File: config.mk
export PLATFORM = sky130hd
export DESIGN_NAME = sm_crt_mem_rsp
export DESIGN_NICKNAME = d
export VERILOG_FILES = /design/src/rtl/vga_crt_pkg.sv /design/src/rtl/crt_out_tracker.sv /design/src/rtl/sm_crt_mem_rsp.sv
export SDC_FILE = /design/constraint.sdc
export NUM_CORES = 1
export LEC_CHECK = 0
export CAP_MARGIN = 5
export CORE_ASPECT_RATIO = 1.75
export CORE_MARGIN = 2
export CORE_UTILIZATION = 42
export CTS_BUF_LIST = sky130_fd_sc_hd__clkbuf_8
export DETAILED_ROUTE_END_ITERATION = 16
export HOLD_SLACK_MARGIN = 0.02
export MAX_ROUTING_LAYER = met4
export PLACE_DENSITY = 0.88
export SKIP_CTS_REPAIR_TIMING = 1
export SYNTH_ARGS = -nofsm -noshare
export SYNTH_HDL_FRONTEND = slang
export SYNTH_SLANG_ARGS = --single-unit
File: constraint.sdc
create_clock -name mem_clk -period 1.9 [get_ports mem_clk]
set_input_delay 0.19 -clock mem_clk [delete_from_list [all_inputs] [get_ports mem_clk]]
set_output_delay 0.19 -clock mem_clk [all_outputs]
set_load 0.03 [all_outputs]
File: src/rtl/vga_crt_pkg.sv
// Shared definitions for the CRT memory-read sequencer: state encoding and
// default burst / outstanding-read limits.
`timescale 1ns/1ps
package vga_crt_pkg;

  localparam int BURST_LEN_DEF = 16;
  localparam int MAX_OUT_DEF   = 4;

  localparam logic [1:0] ST_IDLE  = 2'd0;
  localparam logic [1:0] ST_ISSUE = 2'd1;
  localparam logic [1:0] ST_DRAIN = 2'd2;
  localparam logic [1:0] ST_DONE  = 2'd3;

  typedef enum logic [1:0] {
    IDLE  = ST_IDLE,
    ISSUE = ST_ISSUE,
    DRAIN = ST_DRAIN,
    DONE  = ST_DONE
  } crt_state_e;

endpackage

File: src/rtl/crt_out_tracker.sv
// Outstanding-read counter plus drop flag that discards returns belonging to
// a burst aborted by line end.
`timescale 1ns/1ps
module crt_out_tracker (
  input  logic       mem_clk,
  input  logic       hreset,
  input  logic       ack,
  input  logic       rd_valid,
  input  logic       line_end,
  output logic [2:0] out_cnt,
  output logic       drop,
  output logic       beat_live
);

  logic [2:0] cnt_next;

  // A return with nothing outstanding is a stray and must not underflow
  assign beat_live = rd_valid & (out_cnt != 3'd0);

  always_comb begin
    cnt_next = out_cnt;
    if (ack && !beat_live)
      cnt_next = out_cnt + 3'd1;
    else if (!ack && beat_live)
      cnt_next = out_cnt - 3'd1;
  end

  always_ff @(posedge mem_clk or posedge hreset) begin
    if (hreset) begin
      out_cnt <= 3'd0;
      drop    <= 1'b0;
    end else begin
      out_cnt <= cnt_next;
      if (line_end)
        drop <= (cnt_next != 3'd0);
      else if (cnt_next == 3'd0)
        drop <= 1'b0;
    end
  end

endmodule

File: src/rtl/sm_crt_mem_rsp.sv
// CRT burst read sequencer: acks CRT requests as memory commands, limits
// outstanding reads, forwards returned data to the CRT FIFO.
//   state | meaning
//   IDLE  | waiting for a CRT request
//   ISSUE | issuing reads until BURST_LEN have been accepted
//   DRAIN | waiting for the remaining data beats
//   DONE  | one-cycle data_complete, counters cleared
`timescale 1ns/1ps
module sm_crt_mem_rsp
  import vga_crt_pkg::*;
#(
  parameter int BURST_LEN = BURST_LEN_DEF,
  parameter int MAX_OUT   = MAX_OUT_DEF,
  parameter int AW        = 21,
  parameter int DW        = 32
) (
  input  logic          mem_clk,
  input  logic          hreset,
  input  logic          sync_c_crt_line_end,
  input  logic          gra_crt_svga_req,
  input  logic [AW-1:0] crt_addr,
  output logic          svga_ack,
  output logic          mem_rd_req,
  output logic [AW-1:0] mem_rd_addr,
  input  logic          mem_rd_gnt,
  input  logic          mem_rd_valid,
  input  logic [DW-1:0] mem_rd_data,
  output logic          fifo_wr,
  output logic [DW-1:0] fifo_wdata,
  output logic          data_complete
);

  localparam int ACW = $clog2(BURST_LEN) + 1;
  localparam logic [ACW-1:0] LAST_IDX  = ACW'(BURST_LEN - 1);
  localparam logic [2:0]     MAX_OUT_C = 3'(MAX_OUT);

  crt_state_e     state;
  logic [ACW-1:0] ack_cnt;
  logic [ACW-1:0] data_cnt;
  logic [2:0]     out_cnt;
  logic           drop;
  logic           beat_live;
  logic           beat_keep;

  assign mem_rd_req  = (state == ISSUE) & gra_crt_svga_req & (out_cnt < MAX_OUT_C) & ~drop;
  assign svga_ack    = mem_rd_req & mem_rd_gnt;
  assign mem_rd_addr = crt_addr;
  // A beat arriving with line end belongs to the aborted burst
  assign beat_keep   = beat_live & ~drop & ~sync_c_crt_line_end;

  crt_out_tracker u_out_tracker (
    .mem_clk   (mem_clk),
    .hreset    (hreset),
    .ack       (svga_ack),
    .rd_valid  (mem_rd_valid),
    .line_end  (sync_c_crt_line_end),
    .out_cnt   (out_cnt),
    .drop      (drop),
    .beat_live (beat_live)
  );

  always_ff @(posedge mem_clk or posedge hreset) begin
    if (hreset) begin
      state         <= IDLE;
      ack_cnt       <= '0;
      data_cnt      <= '0;
      fifo_wr       <= 1'b0;
      fifo_wdata    <= '0;
      data_complete <= 1'b0;
    end else begin
      fifo_wr       <= beat_keep;
      data_complete <= 1'b0;
      if (beat_keep)
        fifo_wdata <= mem_rd_data;
      if (sync_c_crt_line_end) begin
        state    <= IDLE;
        ack_cnt  <= '0;
        data_cnt <= '0;
      end else begin
        if (fifo_wr)
          data_cnt <= data_cnt + ACW'(1);
        case (state)
          IDLE: begin
            if (gra_crt_svga_req)
              state <= ISSUE;
          end
          ISSUE: begin
            if (svga_ack) begin
              ack_cnt <= ack_cnt + ACW'(1);
              if (ack_cnt == LAST_IDX)
                state <= DRAIN;
            end
          end
          DRAIN: begin
            if (fifo_wr && data_cnt == LAST_IDX) begin
              state         <= DONE;
              data_complete <= 1'b1;
            end
          end
          DONE: begin
            ack_cnt  <= '0;
            data_cnt <= '0;
            state    <= IDLE;
          end
          default: state <= IDLE;
        endcase
      end
    end
  end

endmodule

Word-level counts from Yosys, hierarchy flattened --
Cells that the tools add are included.
Cells by class: reduce and logical (&&, ||, !) cells 14, mux-type cells 19, order comparisons 1, bitwise gates (word level) 9, equality and inequality tests 9, $add $sub $neg 4
Operators by type and width (count):
- $mux 5 | 5
- $reduce_bool 3->1 | 4
- $add 5x1->5 const B | 2
- $eq 5x4->1 const B | 2
- $mux 2 | 5
- $pmux 5 s2 | 1
- $pmux 2 s4 | 1
- $and 1x1->1 | 7
- $mux 3 | 2
- $ne 3x2->1 const B | 2
- $ne 3x3->1 const B | 2
- $mux 1 | 5
- $eq 2x2->1 const B | 2
- $reduce_and 4->1 | 1
- $add 3x1->3 const B | 1
- $logic_and 1x1->1 | 3
- $logic_not 3->1 | 1
- $lt 3x3->1 const B | 1
- $sub 3x1->3 const B | 1
- $eq 2x1->1 const B | 1
- $logic_not 1->1 | 2
- $logic_not 2->1 | 1
- $not 1->1 | 2
- $reduce_and 2->1 | 1
- $reduce_bool 2->1 | 1
Storage, ports and cells: bits of input ports 59, output and inout bits 57, bits in registers 50, logic and storage cells 64

Longest topological paths before layout --
Gate-level depths: netlist of run 1.
depth after elaboration 12, gate-level depth with buffers 8, depth with buffers taken out 8

By module --
A second synthesis of run 1 with hierarchy kept.
Unflattened totals: cell total of the unflattened synthesis 200, area, all modules 2454.9 µm²
By module, submodules not included:
- sm_crt_mem_rsp | area an instance 2159.6 µm², cells an instance 172, seq. area each 1151.1 µm², times used 1
- crt_out_tracker | area an instance 295.3 µm², cells an instance 28, seq. area each 100.1 µm², times used 1

Worst setup path after synthesis of run 1 --
OpenSTA, ideal clock, no wires.
kind reg2reg, from register state[1], to register u_out_tracker.out_cnt[1], cell stages (with the launch flop) 9, setup time 0.095 ns, data required time 1.805 ns, data arrival time 1.670 ns, path buffers 1, slack 0.135 ns, period minus slack after synthesis 1.765 ns, cells stage by stage dfrtp_1 -> inv_1 -> ha_1 -> buf_4 -> nand4bb_4 -> a211oi_4 -> nor2_1 -> or3b_1 -> o31ai_1
On the way: word-level cells in the longest chain between the ends 9, elaborated cells between the ends (all ways) 10, classes of those cells eq/ne (1); mux (2); bitwise (4); reduce/logical (3)
Ends and longest elaborated chain:
- from (decl) | line sm_crt_mem_rsp.sv:37 | crt_state_e state;
- from (signal assigned) | line sm_crt_mem_rsp.sv:64 | state <= IDLE;
- from (signal assigned) | line sm_crt_mem_rsp.sv:76 | state <= IDLE;
- from (signal assigned) | line sm_crt_mem_rsp.sv:85 | state <= ISSUE;
- $eq 2x1->1 (*) | line sm_crt_mem_rsp.sv:45 | assign mem_rd_req = (state == ISSUE) & gra_crt_svga_req & (out_cnt < MAX_OUT_C) & ~drop;
- $and 1x1->1 (*) (3 in series) | line sm_crt_mem_rsp.sv:45
- $and 1x1->1 (*) | line sm_crt_mem_rsp.sv:46 | assign svga_ack = mem_rd_req & mem_rd_gnt;
- $logic_not 1->1 | line crt_out_tracker.sv:24 | else if (!ack && beat_live)
- $logic_and 1x1->1 | line crt_out_tracker.sv:24
- $mux 3 | line crt_out_tracker.sv:24
- $mux 3 (*) | line crt_out_tracker.sv:22 | if (ack && !beat_live)
- via u_out_tracker.cnt_next[1] | line crt_out_tracker.sv:15 | logic [2:0] cnt_next;
- to (signal assigned) | line crt_out_tracker.sv:33 | out_cnt <= cnt_next;
- to (decl) | line crt_out_tracker.sv:10 | output logic [2:0] out_cnt,
The timed path passes the listed nets; every way through them passes the cells marked *. A chain may end at the register's enable or synchronous reset.

Final worst setup path of run 1 --
from register state[1], to register u_out_tracker.drop
On the way: word-level cells in the longest chain between the ends 11, elaborated cells between the ends (all ways) 14, classes of those cells eq/ne (1); mux (3); bitwise (4); reduce/logical (6)
Ends and longest elaborated chain:
- $eq 2x1->1 (*) | line sm_crt_mem_rsp.sv:45
- $and 1x1->1 (*) (3 in series) | line sm_crt_mem_rsp.sv:45
- $and 1x1->1 (*) | line sm_crt_mem_rsp.sv:46
- $logic_not 1->1 | line crt_out_tracker.sv:24
- $logic_and 1x1->1 | line crt_out_tracker.sv:24
- $mux 3 | line crt_out_tracker.sv:24
- $mux 3 (*) | line crt_out_tracker.sv:22
- $reduce_bool 3->1 or $logic_not 3->1 (tied branches) | line crt_out_tracker.sv:35, crt_out_tracker.sv:36
- $mux 1 or $reduce_bool 2->1 (tied branches)
- to (signal assigned) | line crt_out_tracker.sv:35 | drop <= (cnt_next != 3'd0);
- to (decl) | line crt_out_tracker.sv:11 | output logic drop,
Every way passes the cells marked *; elsewhere a longest branch is shown, timed or not.

==> results of run 1 <==
[flip-flops by register name (all words and copies together) (netlist names)]
signal	cells
ack_cnt	5
state	2
fifo_wdata	32
u_out_tracker.drop	1
data_complete	1
fifo_wr	1
u_out_tracker.out_cnt	3
data_cnt	5
[cell families after synthesis]
logic type,share of synthesized area [%]
simple gates,23.78
flops,51.26
buf+inv,9.995
compound gates,5.741
fa+ha+maj,6.151
xor+xnor,1.794
mux,1.281
[metal layers]
metal / track usage, % / routed length, um
met1: 19.39 / 2033
met2: 30.45 / 2866
met3: 3.094 / 202
met4: 6.991 / 82
met5: - / 0
[synthesized netlist by cell type, types with 2 or more instances]
cell,n,share of area [%]
a21oi_1,3,0.61
and3_1,2,0.51
buf_2,3,0.61
buf_4,22,6.8
clkbuf_1,5,0.77
dfrtp_1,50,51
ha_1,12,6.2
inv_1,12,1.8
mux2i_1,2,0.82
nand2_1,103,16
nand3_1,2,0.41
nand4_1,2,0.51
nor2_1,14,2.2
nor3_1,3,0.61
o21ai_0,5,1.0
xnor2_1,3,1.1
xor2_1,2,0.72
[per-stage QoR]
stage          hold slack [ps]  utilization, %  area [um^2]  instances  worst slack, ps
5_1_grt                  243.0           58.56         3271        401            5.520
2_1_floorplan            256.4               -         2441        264            135.1
6_report                 234.2           58.56         3271        401            62.57
3_5_place_dp             380.2           56.14         3136        391            26.08
4_1_cts                  239.3           58.15         3248        399            17.55
3_3_place_gp             380.2           56.14         3136        391            103.8
[final cells by class]
type	count	area (um^2)	area share (%)
Sequential cell	50	1251	38.26
Multi-Input combinational cell	172	953.4	29.15
Timing Repair Buffer	83	813.3	24.87
Tap cell	76	95.09	2.907
Clock buffer	5	68.82	2.104
Inverter	12	45.04	1.377
Clock inverter	3	43.79	1.339
[final timing paths]
kind | to | from | slack, ps
worst max-delay path | u_out_tracker.drop | state[1] | 60
worst min-delay path | fifo_wdata[19] | hreset | 230
worst max register to register | u_out_tracker.drop | state[1] | 60
worst min register to register | fifo_wdata[26] | fifo_wdata[26] | 480
max in group asynchronous | fifo_wdata[11] | hreset | 1430
min in group mem_clk | mem_rd_addr[0] | crt_addr[0] | 380
[worst max-delay path, stage by stage (launching register included)]
cell and delay, ps:
dfrtp_1 410, inv_1 110, ha_2 220, nand4bb_4 160, o211a_4 290, mux2_2 270, a21oi_1 150, o22a_1 170
[power groups by stage]
stage | Combinational [mW] | Sequential [mW] | Clock [mW]
detailed placement | 2.35 | 1.75 | 0
CTS | 2.36 | 1.73 | 0.786
floorplan | 0.865 | 2.34 | 0
global placement | 2.27 | 1.73 | 0
global route | 2.55 | 1.77 | 0.836
finish | 2.36 | 1.72 | 0.747
[layout by cell type (no fill, tap or decap), types with 2 or more instances in the layout]
cell / count
nand4_1: 2
inv_1: 11
buf_4: 11
xor2_1: 2
and3_1: 2
nand2_1: 103
nand3_1: 2
clkdlybuf4s50_1: 71
nor2_1: 14
o21ai_0: 5
a21oi_1: 3
mux2i_1: 2
dfrtp_1: 50
clkbuf_8: 5
xnor2_1: 3
nor3_1: 2
ha_1: 11
==> flow_metrics.py, run 1 <==
metrics = {
    "power": {
        "p_leak_nw": 1.585,
        "peakVddDrop_v": 0.0007439,
        "switchingPower_mw": 1.944,
        "pwr-share-seq_pct": 35.6,
        "clkPwrFrac_pct": 15.5,
        "intPower_mw": 2.890,
        "p_total_mw": 4.834,
        "powerDensity_mw_per_mm2": 1478,
        "power_frac_comb_pct": 48.9,
        "p_sw_share_pct": 40.21,
    },
    "floorplanning": {
        "start_util_pct": 43.71,
        "die_w_um": 61.63,
        "die_h_um": 104.9,
        "ios": 116,
        "rows": 36,
        "coreArea_mm2": 0.005585,
        "die_area_mm2": 0.006462,
    },
    "detailed_routing": {
        "vias": 1874,
        "wl_per_cell_um": 12.93,
        "dr.pass1.iters": 4,
        "ant_nets": 0,
        "drc": 0,
        "wirelength_mm": 5.184,
        "drtIter0Drc": 58,
        "viasPerCell": 4.673,
    },
    "worst_setup_path": {
        "crit_type": "reg2reg",
        "critical_path.max_fanout": 6,
        "r2r_cells": 7,
        "critical_path.endpoint_type": "flip-flop",
        "critPathLaunchType": "flip-flop",
        "worstPathRequired_ps": 2140,
        "cp.arrival_ps": 2080,
    },
    "yosys": {
        "ys_types": 36,
        "ys.flop_type": "dfrtp_1",
        "synth_edf_count": 0,
        "synth_cells": 264,
        "yosysWarnings": 0,
        "ys_async_sr_fraction_pct": 100.0,
        "synth_seq_area_share_pct": 51.26,
        "ys_ff_latch": 50,
        "syn_nets": 335,
        "syn_area_mm2": 0.002441,
        "synth_area_per_cell_um2": 9.247,
    },
    "outcome": {
        "status": "finished clean",
    },
    "timing": {
        "finalHoldViolations": 0,
        "drv_slew": 0,
        "fin_tns_setup_ps": 0,
        "tightest_slew_ps": 330.3,
        "setup_viol": 0,
        "period_share_pct": 96.71,
        "finClkSkew_ps": 7.586,
        "grt_setup_unrepaired": "no",
        "period_needed_ps": 1837,
        "clock.fmax_mhz": 544.2,
        "max-slew-margin-rel_pct": 77.91,
    },
    "clock_tree": {
        "numCtsBuffers": 5,
        "clockBufferDepth": 2,
        "clkTransAtPathRegs_ps": 90,
        "cts.sinks": 50,
        "cts_tree": "built",
        "cts_max_level": 2,
        "insertion_delay_ps": 300,
        "root_buffer": "clkbuf_8",
    },
    "grt": {
        "grt_pass1_vias": 1940,
        "grt_pass1_wl_mm": 8.459,
        "grt.overflow.total": 0,
        "grt_max_degree": 51,
        "grt_usage_pct": 17.75,
        "antenna_found_initial": 0,
    },
    "final_layout": {
        "synthToLayoutAreaGrowth_pct": 33.98,
        "drive_gt1_share_pct": 9.538,
        "antennaDiodeCount": 0,
        "nFillCells": 522,
        "layout.nets": 395,
    },
    "placed_design": {
        "io_buffers": 73,
        "hpwl_mm": 3.862,
        "gp_congestion": 0.7647,
    },
    "flow_run": {
        "max-cap-violations": 0,
    },
    "hold_path": {
        "hp-class": "in2async",
    },
}
Note: power is estimated with default switching activity, not from simulation.
==> run 2, diff against run 1 <==
--- a/config.mk
+++ b/config.mk
@@ -11,6 +11,7 @@
 export CORE_UTILIZATION = 42
 export CTS_BUF_LIST = sky130_fd_sc_hd__clkbuf_8
 export DETAILED_ROUTE_END_ITERATION = 16
+export GPL_ROUTABILITY_DRIVEN = 0
 export HOLD_SLACK_MARGIN = 0.02
 export MAX_ROUTING_LAYER = met4
 export PLACE_DENSITY = 0.88
==> results of run 2 <==
No change in the layout: final DEF, timing and power equal those of run 1.
